**src/rtl/register_file_sb.sv**
```systemverilog
// Two-read/one-write register file with optional write-to-read bypass and a
// per-register busy scoreboard: destinations are reserved at issue and released at writeback.
module register_file_sb #(
  parameter int DATA_WIDTH = 32,
  parameter int ADDR_WIDTH = 5,
  parameter int ZERO_REG   = 1,
  parameter int BYPASS     = 1
) (
  input  logic                  clock_i,
  input  logic                  reset_i,
  input  logic [ADDR_WIDTH-1:0] rd_register_1_i,
  input  logic [ADDR_WIDTH-1:0] rd_register_2_i,
  output logic [DATA_WIDTH-1:0] rd_data_1_o,
  output logic [DATA_WIDTH-1:0] rd_data_2_o,
  output logic                  rd_busy_1_o,
  output logic                  rd_busy_2_o,
  input  logic                  reg_write_i,
  input  logic [ADDR_WIDTH-1:0] wr_register_i,
  input  logic [DATA_WIDTH-1:0] wr_data_i,
  input  logic                  issue_i,
  input  logic [ADDR_WIDTH-1:0] issue_register_i,
  output logic [ADDR_WIDTH:0]   pending_count_o,
  output logic                  issue_conflict_o
);

  localparam int DEPTH = 2 ** ADDR_WIDTH;

  logic [DATA_WIDTH-1:0] r_regs [DEPTH];
  logic [DEPTH-1:0]      r_busy;
  logic [ADDR_WIDTH:0]   r_count;
  logic                  r_conflict;

  logic                  w_wr_legal;
  logic                  w_iss_legal;
  logic                  w_same_idx;
  logic                  w_inc;
  logic                  w_dec;
  logic                  w_conflict;
  logic [DEPTH-1:0]      w_busy_next;
  logic [ADDR_WIDTH:0]   w_count_next;

  assign w_wr_legal  = reg_write_i && !((ZERO_REG != 0) && (wr_register_i == '0));
  assign w_iss_legal = issue_i && !((ZERO_REG != 0) && (issue_register_i == '0));
  assign w_same_idx  = (wr_register_i == issue_register_i);

  // A same-index issue re-reserves the register, so the writeback's clear never lands.
  assign w_inc      = w_iss_legal && !r_busy[issue_register_i];
  assign w_dec      = w_wr_legal && r_busy[wr_register_i] && !(w_iss_legal && w_same_idx);
  assign w_conflict = w_iss_legal && r_busy[issue_register_i] && !(w_wr_legal && w_same_idx);

  always_comb begin
    w_busy_next = r_busy;
    if (w_wr_legal)  w_busy_next[wr_register_i]    = 1'b0;
    if (w_iss_legal) w_busy_next[issue_register_i] = 1'b1;
  end

  always_comb begin
    w_count_next = r_count;
    if (w_inc && !w_dec)      w_count_next = r_count + 1'b1;
    else if (w_dec && !w_inc) w_count_next = r_count - 1'b1;
  end

  always_ff @(posedge clock_i) begin
    if (reset_i) begin
      for (int i = 0; i < DEPTH; i++) r_regs[i] <= '0;
      r_busy     <= '0;
      r_count    <= '0;
      r_conflict <= 1'b0;
    end else begin
      if (w_wr_legal) r_regs[wr_register_i] <= wr_data_i;
      r_busy     <= w_busy_next;
      r_count    <= w_count_next;
      r_conflict <= w_conflict;
    end
  end

  always_comb begin
    rd_data_1_o = r_regs[rd_register_1_i];
    rd_busy_1_o = r_busy[rd_register_1_i];
    if ((BYPASS != 0) && w_wr_legal && (wr_register_i == rd_register_1_i)) begin
      rd_data_1_o = wr_data_i;
      rd_busy_1_o = 1'b0;
    end
    if ((ZERO_REG != 0) && (rd_register_1_i == '0)) begin
      rd_data_1_o = '0;
      rd_busy_1_o = 1'b0;
    end
  end

  always_comb begin
    rd_data_2_o = r_regs[rd_register_2_i];
    rd_busy_2_o = r_busy[rd_register_2_i];
    if ((BYPASS != 0) && w_wr_legal && (wr_register_i == rd_register_2_i)) begin
      rd_data_2_o = wr_data_i;
      rd_busy_2_o = 1'b0;
    end
    if ((ZERO_REG != 0) && (rd_register_2_i == '0)) begin
      rd_data_2_o = '0;
      rd_busy_2_o = 1'b0;
    end
  end

  assign pending_count_o  = r_count;
  assign issue_conflict_o = r_conflict;

endmodule

```
**config.mk**
```make
export PLATFORM = sky130hd
export DESIGN_NAME = register_file_sb
export DESIGN_NICKNAME = d
export VERILOG_FILES = /design/src/rtl/register_file_sb.sv
export SDC_FILE = /design/constraint.sdc
export NUM_CORES = 2
export LEC_CHECK = 0
export ABC_AREA = 1
export BUFFER_PORTS_ARGS = -buffer_cell sky130_fd_sc_hd__buf_4
export CORE_ASPECT_RATIO = 1.1
export CORE_MARGIN = 2
export CORE_UTILIZATION = 30
export CTS_CLUSTER_DIAMETER = 50
export DETAILED_ROUTE_END_ITERATION = 16
export HOLD_SLACK_MARGIN = 0.03
export PLACE_DENSITY = 0.55
export SLEW_MARGIN = 25
export SYNTH_ARGS = -nofsm -noshare
export SYNTH_HDL_FRONTEND = slang
export SYNTH_SLANG_ARGS = --single-unit
export TNS_END_PERCENT = 30
```
**constraint.sdc**
```tcl
create_clock -name clock_i -period 5.87 [get_ports clock_i]
set_input_delay 0.8805 -clock clock_i [delete_from_list [all_inputs] [get_ports clock_i]]
set_output_delay 0.8805 -clock clock_i [all_outputs]
set_load 0.01 [all_outputs]
```
==> Word level (Yosys, flattened, before mapping) <==
Memory sizes are Yosys's and may differ from the RTL's.
Cells that the tools add are included.
W data, S select, Z words.
{ "totals": {"register_bits": 39, "mem_bits_rw": 1024, "in_bits": 56, "out_inout_bits": 73, "wordCells": 78, "memories": 1} }
{ "mem_list": {"columns": ["memory", "depth", "width", "rd", "rd_ports_with_merged_regs", "wr", "line", "text"], "rows": [
  ["r_regs", 32, 32, 2, 0, 32, "28", "logic [DATA_WIDTH-1:0] r_regs [DEPTH];"]
]} }
{ "classes": {"add_sub_neg": 2, "magnitude_cmp": 6, "eq_ne": 3, "mux": 32, "bitwise": 3, "reduce_logical": 28} }
{ "ops": {"columns": ["op", "count"], "rows": [
  ["$mux W32", 7],
  ["$and A32 B32 Y32", 1],
  ["$not A32 Y32", 1],
  ["$or A32 B32 Y32", 1],
  ["$reduce_or A32 Y1", 1],
  ["$lt A5 B6 Y1 const B", 4],
  ["$bmux W1 S5", 4],
  ["$logic_not A5 Y1", 4],
  ["$mux W1", 16],
  ["$eq A5 B5 Y1", 3],
  ["$logic_and A1 B1 Y1", 15],
  ["$mux W6", 2],
  ["$demux W1 S5", 2],
  ["$ge A5 B1 Y1 const B", 2],
  ["$logic_not A1 Y1", 7],
  ["$add A6 B1 Y6 const B", 1],
  ["$sub A6 B1 Y6 const B", 1],
  ["$mux W5", 1],
  ["$reduce_bool A2 Y1", 1]
]} }

==> Longest topological paths before layout <==
{ "logic_depth": {"ltp_word": 9, "mapped_depth": 21} }

==> Least setup slack after synthesis <==
OpenSTA, ideal clock, no wires.
{ "synth_path": {"path_kind": "input -> register", "start": "input port wr_register_i[0]", "end": "memory r_regs[1][0] (enable)", "setup_time_ns": 0.467, "t_arrival_ns": 3.864, "t_required_ns": 5.403, "path_slack_ns": 1.539, "stages": 5, "path_buffers": 1, "path_cell_list": "buf_2 > nand2_1 > nor2_2 > inv_1 > o21ai_0"} }
{ "synth_rtl": {"columns": ["element", "line", "text"], "rows": [
  ["from (decl)", "18", "input logic [ADDR_WIDTH-1:0] wr_register_i,"],
  ["to (decl)", "28", null]
]} }

==> Worst setup path in the final report <==
{ "layout_path": {"start": "input port rd_register_1_i[0]", "end": "output port rd_data_1_o[15]"} }
{ "layout_via": {"elab_chain_len": 4, "word_cells_on_any_way": 6, "cone_classes": "eq/ne (1); mux (2); reduce/logical (2); memory (1)"} }
{ "layout_rtl": {"columns": ["element", "line", "text"], "rows": [
  ["from (decl)", "11", "input logic [ADDR_WIDTH-1:0] rd_register_1_i,"],
  ["branches (longest 3 deep; another with $mem_v2 Z32 W32)", null, null],
  ["$mux W32 (*)", "84", "if ((ZERO_REG != 0) && (rd_register_1_i == '0)) begin"],
  ["to (decl)", "13", "output logic [DATA_WIDTH-1:0] rd_data_1_o,"]
]} }
Mark *: on every way between the ends.

==> results.sh <==
export IMPL_die_h_um=474.2
export IMPL_drtIter0Drc=8183
export IMPL_wl_per_cell_um=26.19
export IMPL_synth_edff_count=1024
export IMPL_clock_latency_ns=0.79
export IMPL_rsz0062_at_grt="false"
export IMPL_p_clk_share_pct=42.1
export IMPL_outcome="finished, final reports clean"
export IMPL_first_pass_iters=7
export IMPL_hold_viol_final=0
export IMPL_async_flop_share_pct=0
export IMPL_h_tree_depth=4
export IMPL_cts_root_buf="clkbuf_16"
export IMPL_power_density_nw_per_um2=298.2
export IMPL_multi_input_area_um2=24340
export IMPL_drive_above_1_share_pct=9.031
export IMPL_switching_power_w=0.005766
export IMPL_p_int_w=0.01446
export IMPL_numCtsBuffers=139
export IMPL_max_slew_margin_rel_pct=20.65
export IMPL_cts_tree="yes"
export IMPL_fmax_mhz=205.2
export IMPL_crit_arrival_ns=3.99
export IMPL_cts_setup_buffers=0
export IMPL_grt_pass1_wl_um=368000
export IMPL_r2r_cells=13
export IMPL_numPortBuffers=128
export IMPL_cts_resized=0
export IMPL_coreArea_um2=199700
export IMPL_path_clk_slew_ns=0.05
export IMPL_drv_cap=0
export IMPL_die_area_um2=204600
export IMPL_period_share_pct=83.03
export IMPL_area_growth_pct=12.48
export IMPL_yosys_area_top_type_share_pct=51.00
export IMPL_synth_top_area_cell="edfxtp_1"
export IMPL_place_hpwl_um=140200
export IMPL_nNetsFinal=7214
export IMPL_startpoint="rd_register_1_i[0]"
export IMPL_yosys_warnings=0
export IMPL_yosysUniqueCellTypes=49
export IMPL_antenna_found_initial=4
export IMPL_ys_ff_latch=1063
export IMPL_swShare_pct=28.51
export IMPL_vias_per_cell=5.703
export IMPL_r2r_end="pending_count_o[3]"
export IMPL_synth_seq_area_share_pct=52.30
export IMPL_synthTopCellsByArea="edfxtp_1 51%, nand2_1 10%, nand3_1 9.6%"
export IMPL_fin_cells=9878
export IMPL_p_comb_share_pct=13.8
export IMPL_setup_viol=0
export IMPL_ir_drop_mv=0.3017
export IMPL_crit_path_max_fanout=102
export IMPL_final_util_pct=33.96
export IMPL_cts_buffer_depth=3
export IMPL_rrSetupSlack_ns=2.96
export IMPL_crit_path_start_kind="input port"
export IMPL_min_delay_path_depth=2
export IMPL_gr_usage_all_layers_pct=24.52
export IMPL_p_leak_nw=26.73
export IMPL_slew_violations=0
export IMPL_start_util_pct=30.19
export IMPL_drc=0
export IMPL_overflow=0
export IMPL_ctsHoldBuffers=0
export IMPL_worstMarginPinSlew_ns=1.190
export IMPL_end_kind="output pin"
export IMPL_syn_avg_cell_area_um2=8.166
export IMPL_worstPathRequired_ns=4.99
export IMPL_numClockSinks=1063
export IMPL_synth_cells=7383
export IMPL_min_from="reset_i"
export IMPL_holdPathEnd="pending_count_o[5]"
export IMPL_place_congestion=0.8882
export IMPL_syn_cell_area_um2=60290
export IMPL_wl_um=258700
export IMPL_dominantRegCellSynth="edfxtp_1"
export IMPL_ant_nets=0
export IMPL_grt_max_degree=204
export IMPL_finalSetupTns_ns=0
export IMPL_vias=56330
export IMPL_final_seq_area_um2=31530
export IMPL_die_x_um=431.4
export IMPL_pin_count=129
export IMPL_holdWs_ns=0.3786
export IMPL_power_frac_seq_pct=44.1
export IMPL_path_class="input port to output pin"
export IMPL_place_inst=9620
export IMPL_hold_path_class="input port to flip-flop"
export IMPL_worst_clock_skew_ns=0.02234
export IMPL_period_minus_slack_ns=4.874
export IMPL_placementRows=172
export IMPL_r2r_start="r_busy[5]"
export IMPL_grt_pass1_vias=52800
export IMPL_fillers=20430
metal layers:
layer / global-route usage, % / vias to the layer above / wire (µm)
li1: - / 24520 / -
met3: 4.265 / 819 / 27890
met1: 31.17 / 27200 / 97080
met4: 14.12 / 0 / 16050
met2: 39.24 / 3800 / 117700
met5: 0 / - / 0
cells in the final DEF (no fill, tap or decap), types with 7 or more instances in the layout:
master	synthesis	final
dfxtp_1	39	39
buf_12	2	23
nand3_1	1156	1141
nor2_1	1258	1256
clkinv_2	1	27
nand2_2	21	46
buf_4	26	233
a21oi_1	178	178
o21ai_0	362	361
nand4_1	7	7
nor3_1	10	10
nand3_2	39	52
o22ai_1	17	17
xor2_1	7	7
o211ai_1	438	438
bufinv_16	0	10
or2_2	21	21
clkbuf_16	0	144
nand2_1	1618	1585
edfxtp_1	1024	1024
conb_1	1	32
nor3_2	7	7
inv_1	456	436
inv_2	15	24
clkinv_1	0	22
clkbuf_1	320	36
nand2_4	2	10
through the flow:
step,total power (W),setup slack (ns),instance area (µm²)
after floorplan,0.01067,1.539,60410
after global placement,0.01174,1.247,63260
after detailed placement,0.01179,1.215,63270
after CTS,0.02023,1.202,67780
after global routing,0.02081,1.060,67810
final,0.02022,0.9964,67820
area by class of cell:
class | count | area share [%]
clock buffer | 181 | 5.533
sequential | 1063 | 46.49
multi-input combinational | 5208 | 35.89
tap | 2610 | 4.815
timing repair buffer | 264 | 3.437
inverter | 476 | 2.703
clock inverter | 72 | 1.112
antenna | 4 | 0.01476
worst max-delay path: stages:
cell	delay, ns
buf_8	0.56
buf_4	0.63
nor4_4	0.14
a21oi_4	0.81
nand3_1	0.47
nand2_1	0.19
buf_4	0.14
flip-flops by register name (all words and copies together) (netlist names):
register,flops
r_busy,32
r_regs,1024
issue_conflict_o,1
pending_count_o,6
synth_stat cells (all sizes together) (5+ instances only):
cell and instances:
o22ai 17, o211ai 438, xnor2 6, dfxtp 39, nand2 1642, edfxtp 1024, nand4 8, ha 5
xor2 7, nor2 1264, buf 347, nor3 19, clkbuf 320, o21ai 364, inv 475, nand3 1195
a21oi 180, or2 21
logic make-up (layout without fill, tap and decap cells):
group,after synthesis,in the layout,share of synthesized area [%]
simple gates,4151,4151,29.16
buf+inv,1143,993,7.903
flops,1063,1063,52.30
compound gates,1006,1006,10.31
xor+xnor,13,13,0.1888
fa+ha+maj,6,6,0.1370
other cells,1,36,0.006220
power groups by stage:
| stage | clock network (W) | registers (W) | logic, W |
|---|---|---|---|
| detailed placement | 0 | 0.00906 | 0.00273 |
| finish | 0.00851 | 0.00891 | 0.00280 |
| global route | 0.00887 | 0.00895 | 0.00299 |
| CTS | 0.00859 | 0.00891 | 0.00274 |
| floorplan | 0 | 0.00902 | 0.00165 |
| global placement | 0 | 0.00904 | 0.00270 |
how the worst max path moves through the flow:
| stage | endpoint | cells past startpoint |
|---|---|---|
| 2_1_floorplan | r_regs[1][0] | 5 |
| 3_3_place_gp | rd_data_1_o[15] | 7 |
| 3_5_place_dp | rd_data_1_o[15] | 7 |
| 4_1_cts | rd_busy_1_o | 7 |
| 5_1_grt | rd_data_1_o[28] | 11 |
| 6_report | rd_data_1_o[15] | 7 |
Power figures use the tool's default switching activity.
